==> config.mk <==
export PLATFORM = sky130hd
export DESIGN_NAME = axil_interconnect_priority_rd_flat
export DESIGN_NICKNAME = d
export VERILOG_FILES = /design/src/rtl/axil_pkg.sv /design/src/rtl/axil_interconnect_priority_rd_if.sv /design/src/rtl/axil_priority_encoder.sv /design/src/rtl/axil_interconnect_priority_rd.sv /design/src/flat_wrapper.sv
export SDC_FILE = /design/constraint.sdc
export NUM_CORES = 1
export LEC_CHECK = 0
export BUFFER_PORTS_ARGS = -buffer_cell sky130_fd_sc_hd__buf_4
export CAP_MARGIN = 25
export CORE_AREA = 2 2 317 319
export DETAILED_ROUTE_END_ITERATION = 16
export DIE_AREA = 0 0 319 321
export GPL_TIMING_DRIVEN = 0
export PLACE_DENSITY = 0.31
export SYNTH_ARGS = -nofsm -noshare
export SYNTH_HDL_FRONTEND = slang
export SYNTH_SLANG_ARGS = --single-unit
==> constraint.sdc <==
create_clock -name aclk -period 1.9 [get_ports aclk]
set_clock_uncertainty 0.05 [all_clocks]
set_input_delay 0.285 -clock aclk [delete_from_list [all_inputs] [get_ports aclk]]
set_output_delay 0.285 -clock aclk [all_outputs]
set_load 0.05 [all_outputs]
==> src/rtl/axil_pkg.sv <==
// axil_pkg: shared AXI-Lite response encodings and the read-arbiter state set.
package axil_pkg;

   typedef logic [1:0] axil_resp_t;

   localparam axil_resp_t RESP_OKAY   = 2'b00;
   localparam axil_resp_t RESP_SLVERR = 2'b10;

   // ERR and DRAIN are only reachable when the read watchdog is compiled in.
   typedef enum logic [2:0] {
      IDLE,
      ADDR,
      DATA,
      ERR,
      DRAIN
   } rd_state_t;

endpackage

==> src/rtl/axil_interconnect_priority_rd_if.sv <==
// axil_interconnect_priority_rd_if: master-facing AR/R ports (one lane per master)
// plus the single slave-facing AR/R port of the priority read arbiter.
// modport master = the arbiter (it masters the downstream slave);
// modport slave  = the surrounding fabric / environment.
interface axil_interconnect_priority_rd_if
   import axil_pkg::*;
#(
   parameter int NUMBER_MASTER = 20,
   parameter int ADDR_WIDTH    = 32,
   parameter int DATA_WIDTH    = 32
);
   // master-facing side
   logic [NUMBER_MASTER-1:0][ADDR_WIDTH-1:0] m_axil_araddr;
   logic [NUMBER_MASTER-1:0]                 m_axil_arvalid;
   logic [NUMBER_MASTER-1:0]                 m_axil_arready;
   logic [DATA_WIDTH-1:0]                    m_axil_rdata;
   axil_resp_t                               m_axil_rresp;
   logic [NUMBER_MASTER-1:0]                 m_axil_rvalid;
   logic [NUMBER_MASTER-1:0]                 m_axil_rready;

   // slave-facing side
   logic [ADDR_WIDTH-1:0]                    s_axil_araddr;
   logic                                     s_axil_arvalid;
   logic                                     s_axil_arready;
   logic [DATA_WIDTH-1:0]                    s_axil_rdata;
   axil_resp_t                               s_axil_rresp;
   logic                                     s_axil_rvalid;
   logic                                     s_axil_rready;

   modport master (
      input  m_axil_araddr, m_axil_arvalid, m_axil_rready,
             s_axil_arready, s_axil_rdata, s_axil_rresp, s_axil_rvalid,
      output m_axil_arready, m_axil_rdata, m_axil_rresp, m_axil_rvalid,
             s_axil_araddr, s_axil_arvalid, s_axil_rready
   );

   modport slave (
      output m_axil_araddr, m_axil_arvalid, m_axil_rready,
             s_axil_arready, s_axil_rdata, s_axil_rresp, s_axil_rvalid,
      input  m_axil_arready, m_axil_rdata, m_axil_rresp, m_axil_rvalid,
             s_axil_araddr, s_axil_arvalid, s_axil_rready
   );

endinterface

==> src/rtl/axil_priority_encoder.sv <==
// axil_priority_encoder: combinational find-first-set, bit 0 highest priority.
// Returns the winner as one-hot and as a binary index (all zero when no request).
module axil_priority_encoder #(
   parameter  int WIDTH = 2,
   localparam int IDX_W = (WIDTH > 1) ? $clog2(WIDTH) : 1
) (
   input  logic [WIDTH-1:0] i_req,
   output logic [WIDTH-1:0] o_onehot,
   output logic [IDX_W-1:0] o_idx
);

   // scan from the top so the lowest set bit is the last (winning) assignment
   always_comb begin
      o_onehot = '0;
      o_idx    = '0;
      for (int i = WIDTH - 1; i >= 0; i--) begin
         if (i_req[i]) begin
            o_onehot    = '0;
            o_onehot[i] = 1'b1;
            o_idx       = IDX_W'(i);
         end
      end
   end

endmodule

==> src/rtl/axil_interconnect_priority_rd.sv <==
// axil_interconnect_priority_rd: N-master to 1-slave AXI-Lite read arbiter/router.
// Fixed priority (master 0 highest). The grant is registered in IDLE and held
// until the R handshake; AR/R paths are combinational through the grant.
// Optional read-response watchdog (ERR/DRAIN states): define AXIL_RD_TIMEOUT_EN.
module axil_interconnect_priority_rd
   import axil_pkg::*;
#(
   parameter int NUMBER_MASTER  = 20,
   parameter int ADDR_WIDTH     = 32,
   parameter int DATA_WIDTH     = 32,
   parameter int TIMEOUT_CYCLES = 256
) (
   input  logic aclk,
   input  logic aresetn,
   axil_interconnect_priority_rd_if.master bus
);

   localparam int IDX_W = $clog2(NUMBER_MASTER);

   rd_state_t                r_state, w_state_nxt;
   logic [NUMBER_MASTER-1:0] r_grant_oh;
   logic [IDX_W-1:0]         r_grant_idx;
   logic [NUMBER_MASTER-1:0] w_req_oh;
   logic [IDX_W-1:0]         w_req_idx;
   logic                     w_gnt_arvalid;
   logic                     w_gnt_rready;

   logic [NUMBER_MASTER-1:0] w_arready;
   logic [NUMBER_MASTER-1:0] w_rvalid;
   logic [DATA_WIDTH-1:0]    w_rdata;
   axil_resp_t               w_rresp;
   logic [ADDR_WIDTH-1:0]    w_s_araddr;
   logic                     w_s_arvalid;
   logic                     w_s_rready;

   axil_priority_encoder #(.WIDTH(NUMBER_MASTER)) u_prio (
      .i_req    (bus.m_axil_arvalid),
      .o_onehot (w_req_oh),
      .o_idx    (w_req_idx)
   );

   assign w_gnt_arvalid = |(bus.m_axil_arvalid & r_grant_oh);
   assign w_gnt_rready  = |(bus.m_axil_rready  & r_grant_oh);

`ifdef AXIL_RD_TIMEOUT_EN
   localparam int TMO_W = $clog2(TIMEOUT_CYCLES);

   logic [TMO_W-1:0] r_tmo_cnt;
   logic             w_tmo_hit;

   assign w_tmo_hit = (r_tmo_cnt == TMO_W'(TIMEOUT_CYCLES - 1));

   // watchdog: restarts on every state change, counts silent DATA cycles and DRAIN cycles
   always_ff @(posedge aclk) begin
      if (!aresetn)
         r_tmo_cnt <= '0;
      else if (r_state != w_state_nxt)
         r_tmo_cnt <= '0;
      else if ((r_state == DATA && !bus.s_axil_rvalid) || r_state == DRAIN)
         r_tmo_cnt <= r_tmo_cnt + 1'b1;
   end
`else
   // Watchdog compiled out; TIMEOUT_CYCLES is kept so both builds share one parameter list.
   if (TIMEOUT_CYCLES < 2) begin : g_tmo_unsupported
   end
`endif

   // state and grant registers; grant latched on IDLE->ADDR, cleared on any return to IDLE
   always_ff @(posedge aclk) begin
      if (!aresetn) begin
         r_state     <= IDLE;
         r_grant_oh  <= '0;
         r_grant_idx <= '0;
      end else begin
         r_state <= w_state_nxt;
         if (r_state == IDLE && w_state_nxt == ADDR) begin
            r_grant_oh  <= w_req_oh;
            r_grant_idx <= w_req_idx;
         end else if (w_state_nxt == IDLE) begin
            r_grant_oh  <= '0;
            r_grant_idx <= '0;
         end
      end
   end

   // next state and channel routing; everything idles at 0 / OKAY outside its phase
   always_comb begin
      w_state_nxt = r_state;
      w_arready   = '0;
      w_rvalid    = '0;
      w_rdata     = '0;
      w_rresp     = RESP_OKAY;
      w_s_araddr  = '0;
      w_s_arvalid = 1'b0;
      w_s_rready  = 1'b0;
      case (r_state)
         IDLE: begin
            if (|bus.m_axil_arvalid) w_state_nxt = ADDR;
         end
         ADDR: begin
            w_s_araddr  = bus.m_axil_araddr[r_grant_idx];
            w_s_arvalid = w_gnt_arvalid;
            w_arready   = r_grant_oh & {NUMBER_MASTER{bus.s_axil_arready}};
            if (w_gnt_arvalid && bus.s_axil_arready) w_state_nxt = DATA;
         end
         DATA: begin
            w_rvalid   = r_grant_oh & {NUMBER_MASTER{bus.s_axil_rvalid}};
            w_s_rready = w_gnt_rready;
            w_rdata    = bus.s_axil_rdata;
            w_rresp    = bus.s_axil_rresp;
            if (bus.s_axil_rvalid && w_gnt_rready) w_state_nxt = IDLE;
`ifdef AXIL_RD_TIMEOUT_EN
            // a response arriving on the last watchdog cycle still wins
            else if (w_tmo_hit && !bus.s_axil_rvalid) w_state_nxt = ERR;
`endif
         end
`ifdef AXIL_RD_TIMEOUT_EN
         ERR: begin
            w_rvalid = r_grant_oh;
            w_rresp  = RESP_SLVERR;
            if (w_gnt_rready) w_state_nxt = DRAIN;
         end
         DRAIN: begin
            // swallow a late slave response so it cannot reach the next owner
            w_s_rready = 1'b1;
            if (bus.s_axil_rvalid || w_tmo_hit) w_state_nxt = IDLE;
         end
`endif
         default: w_state_nxt = IDLE;
      endcase
   end

   assign bus.m_axil_arready = w_arready;
   assign bus.m_axil_rvalid  = w_rvalid;
   assign bus.m_axil_rdata   = w_rdata;
   assign bus.m_axil_rresp   = w_rresp;
   assign bus.s_axil_araddr  = w_s_araddr;
   assign bus.s_axil_arvalid = w_s_arvalid;
   assign bus.s_axil_rready  = w_s_rready;

endmodule

==> src/flat_wrapper.sv <==
// flat-port wrapper written by rule: the top's interface ports become plain ports
module axil_interconnect_priority_rd_flat import axil_pkg::*;
#(
   parameter int NUMBER_MASTER  = 20,
   parameter int ADDR_WIDTH     = 32,
   parameter int DATA_WIDTH     = 32,
   parameter int TIMEOUT_CYCLES = 256
)
  (aclk, aresetn, bus_m_axil_araddr, bus_m_axil_arvalid, bus_m_axil_rready, bus_s_axil_arready, bus_s_axil_rdata, bus_s_axil_rresp, bus_s_axil_rvalid, bus_m_axil_arready, bus_m_axil_rdata, bus_m_axil_rresp, bus_m_axil_rvalid, bus_s_axil_araddr, bus_s_axil_arvalid, bus_s_axil_rready);
  axil_interconnect_priority_rd_if #(.NUMBER_MASTER(NUMBER_MASTER), .ADDR_WIDTH(ADDR_WIDTH), .DATA_WIDTH(DATA_WIDTH)) bus_i ();
  input  logic aclk;
  input  logic aresetn;
  input wire logic [$bits(bus_i.m_axil_araddr)-1:0] bus_m_axil_araddr;
  input wire logic [$bits(bus_i.m_axil_arvalid)-1:0] bus_m_axil_arvalid;
  input wire logic [$bits(bus_i.m_axil_rready)-1:0] bus_m_axil_rready;
  input wire logic [$bits(bus_i.s_axil_arready)-1:0] bus_s_axil_arready;
  input wire logic [$bits(bus_i.s_axil_rdata)-1:0] bus_s_axil_rdata;
  input wire logic [$bits(bus_i.s_axil_rresp)-1:0] bus_s_axil_rresp;
  input wire logic [$bits(bus_i.s_axil_rvalid)-1:0] bus_s_axil_rvalid;
  output wire logic [$bits(bus_i.m_axil_arready)-1:0] bus_m_axil_arready;
  output wire logic [$bits(bus_i.m_axil_rdata)-1:0] bus_m_axil_rdata;
  output wire logic [$bits(bus_i.m_axil_rresp)-1:0] bus_m_axil_rresp;
  output wire logic [$bits(bus_i.m_axil_rvalid)-1:0] bus_m_axil_rvalid;
  output wire logic [$bits(bus_i.s_axil_araddr)-1:0] bus_s_axil_araddr;
  output wire logic [$bits(bus_i.s_axil_arvalid)-1:0] bus_s_axil_arvalid;
  output wire logic [$bits(bus_i.s_axil_rready)-1:0] bus_s_axil_rready;
  assign bus_i.m_axil_araddr = bus_m_axil_araddr;
  assign bus_i.m_axil_arvalid = bus_m_axil_arvalid;
  assign bus_i.m_axil_rready = bus_m_axil_rready;
  assign bus_i.s_axil_arready = bus_s_axil_arready;
  assign bus_i.s_axil_rdata = bus_s_axil_rdata;
  assign bus_i.s_axil_rresp = bus_s_axil_rresp;
  assign bus_i.s_axil_rvalid = bus_s_axil_rvalid;
  assign bus_m_axil_arready = bus_i.m_axil_arready;
  assign bus_m_axil_rdata = bus_i.m_axil_rdata;
  assign bus_m_axil_rresp = bus_i.m_axil_rresp;
  assign bus_m_axil_rvalid = bus_i.m_axil_rvalid;
  assign bus_s_axil_araddr = bus_i.s_axil_araddr;
  assign bus_s_axil_arvalid = bus_i.s_axil_arvalid;
  assign bus_s_axil_rready = bus_i.s_axil_rready;
  axil_interconnect_priority_rd #(.NUMBER_MASTER(NUMBER_MASTER), .ADDR_WIDTH(ADDR_WIDTH), .DATA_WIDTH(DATA_WIDTH), .TIMEOUT_CYCLES(TIMEOUT_CYCLES)) u_core (.aclk(aclk), .aresetn(aresetn), .bus(bus_i));
endmodule
==> results.yml <==
logic_synthesis:
  synth_edf_count: 0
  synth_warnings: 0
  avgSynthCellArea_um2: 11.33
  synth_ff_type: "dfxtp_1"
  synth-seq-cells: 28
  synth_top_area_cell: "mux4_2"
  netlist_area_um2: 6948
  synthCells: 613
  synthesis.nets: 1331
  netlist.area_leader.share_pct: 51.86
  seq_area_frac_synth_pct: 8.068
  postSynth.asyncResetShare_pct: 0
  netlist_top_cells_count: "mux4_2 (160), mux2i_1 (64), and3_1 (47)"
  synth_area_leaders: "mux4_2 (52%), mux2i_1 (9.2%), dfxtp_1 (8.1%)"
  yosysMostFrequentCell: "mux4_2"
  synth_cell_types: 47
drt:
  avgViaCountPerCell: 3.586
  antenna_left: 0
  vias: 10061
  drt_iter0_drc: 524
  wl_per_cell_um: 26.00
  firstDrtPassIters: 5
  routed_wl_mm: 72.95
  drc: 0
cells_and_area:
  seqCellArea_um2: 588.1
  fillers: 11081
  fin_area_um2: 18120
  final-instance-count-excl-fill: 2806
  multi_input_area_um2: 7306
  drive_above_1_share_pct: 88.55
  post-route-util_pct: 18.25
  fin_nets: 2221
  area_delta_synth_final_pct: 160.8
clock_tree:
  cts_sinks: 28
  ctsHoldBuffers: 0
  cts_tree: "done"
  h-tree-depth: 1
  clk_latency_ps: 270
  cts_buffers: 3
  root_buffer: "clkbuf_16"
  clk_path_buf_depth: 2
  clk_pin_slew_ps: 80
hold_path:
  hp-class: "in2reg"
  hold_depth: 2
run_status:
  violations: "negative setup slack"
  outcome: "finished with violations"
place:
  dpl.hpwl_mm: 63.65
  place.gp.congestion: 0.8996
  dp_cells: 2738
  placed_area_um2: 15680
  post-place-ws_ps: -1531
  portBuffers: 825
worst_setup_path:
  worstPathCellList: "buf_12 > buf_16 > buf_12 > mux4_2 > mux2i_4 > o21ai_4 > buf_8"
  crit_path_max_incr_delay_ps: 540
  cpMostUsedCell: "buf_12"
  crit_type: "reg2out"
  required_ps: 1560
  crit_fanout: 8
  crit_path_end_kind: "primary output"
  reg2reg_depth: 10
  worst_path_max_delay_cell: "mux4_2"
  critPathLaunchType: "register"
  worstPathArrival_ps: 2370
power_and_ir_drop:
  powerDensity_nw_per_um2: 229.6
  ir_drop_v: 0.0002792
  power.switching_mw: 1.393
  p_int_mw: 2.768
  p_seq_share_pct: 14.4
  power_leakage_nw: 7.231
  clkPwrFrac_pct: 15.4
  p_sw_share_pct: 33.47
  p_comb_share_pct: 70.2
job:
  cap_violations: 0
timing:
  slew_viol_final: 0
  fin_crit_sh_pct: 142.4
  period_needed_ps: 2706
  final.setup.tns_ps: -35550
  max_freq_ghz: 0.3696
  rsz0062_at_grt: "true"
  hold_viol_final: 0
  fin_ws_ps: -805.9
  worstMarginPinSlew_ps: 588.2
  slew_headroom_pct: 60.79
  setup_violations: 99
die:
  die_width_um: 319
  fp.dieArea_um2: 102400
  start_util_pct: 6.999
  fp.coreArea_um2: 99280
  rows: 116
  die_y_um: 321
  ioPinCount: 826
grt:
  grt_pass1_vias: 10781
  gr-total-overflow: 0
  grt_start_max_net_pins: 17
  track_usage_pct: 13.08
  grt_pass1_wl_mm: 92.98
  antenna_found_initial: 21
[path summary, 6_finish.rpt]
| kind | start | to | slack (ps) |
|---|---|---|---|
| worst max-delay path | u_core.r_grant_idx[0] | bus_s_axil_araddr[2] | -810 |
| worst min-delay path | bus_m_axil_arvalid[0] | u_core.r_grant_oh[0] | 230 |
| worst max register to register | u_core.r_state[2] | u_core.r_grant_oh[8] | 90 |
| worst min register to register | u_core.r_grant_idx[4] | u_core.r_grant_idx[4] | 480 |
[power by group through the flow]
stage	Combinational [mW]	Sequential [mW]	Clock, mW
final	2.92	0.601	0.641
after global routing	3.06	0.602	0.692
after CTS	2.81	0.603	0.660
after detailed placement	2.64	0.617	0
after global placement	2.62	0.617	0
after floorplan	1.01	0.613	0
[sequential cells by signal (all words and copies together), names as in the netlist]
signal              cells
u_core.r_state          3
u_core.r_grant_idx      5
u_core.r_grant_oh      20
[per-layer routing]
| metal | vias up | global-route usage, % | wire length (um) | part of all wire, % |
|---|---|---|---|---|
| li1 | 4405 | - | - | - |
| met1 | 5061 | 16.33 | 30200 | 41 |
| met2 | 503 | 22.78 | 36280 | 50 |
| met3 | 70 | 3.299 | 5033 | 6.9 |
| met4 | 22 | 2.432 | 1311 | 1.8 |
| met5 | - | 0 | 123 | 0.17 |
[cell usage in the layout (no fill, tap or decap), types with 15 or more instances in the layout]
master   instances
buf_12          22
and3_4          30
buf_6           63
buf_4          755
and2_4          22
buf_8           73
mux2i_4         31
nor2_1          36
a21oi_2         28
mux4_2         160
o21ai_4         32
mux2i_1         18
a22o_1          18
mux2i_2         15
[per-stage QoR]
| step | hold slack [ps] | total power, mW |
|---|---|---|
| 6_report | 231.3 | 4.161 |
| 5_1_grt | 215.5 | 4.358 |
| 4_1_cts | 220.3 | 4.077 |
| 3_5_place_dp | 457.5 | 3.256 |
| 3_3_place_gp | 459.0 | 3.240 |
| 2_1_floorplan | 360.5 | 1.619 |
[area by class of cell]
cell class	instances	share of cell area, %
well taps	1298	8.962
clock buffers	3	0.4143
flip-flops and latches	28	3.245
plain buffers	68	4.750
diodes	6	0.08286
repair buffers	886	41.90
inverters	7	0.1657
multi-input cells	509	40.32
clock inverters	1	0.1657
[worst max-delay path: cells and delay by family (launching register included)]
family	cells	cell delay (ps)
multiplexers	2	970
buffers and inverters	4	630
flip-flops	1	350
AO/OA/AOI/OAI	1	90
[logic make-up after synthesis]
group	after synthesis	synth area share, %
AOI/OAI and AO/OA	127	12.28
buffers and inverters	76	5.349
DFF	28	8.068
muxes	224	61.08
other	1	0.05397
and+or+nand+nor	157	13.16
[timing repair]
action                     CTS  global route
setup buffers               20            26
pin swaps                   14            17
resized for setup          264           167
setup endpoints to repair  132           127
gates cloned                 3            11
Power figures use the tool's default switching activity.
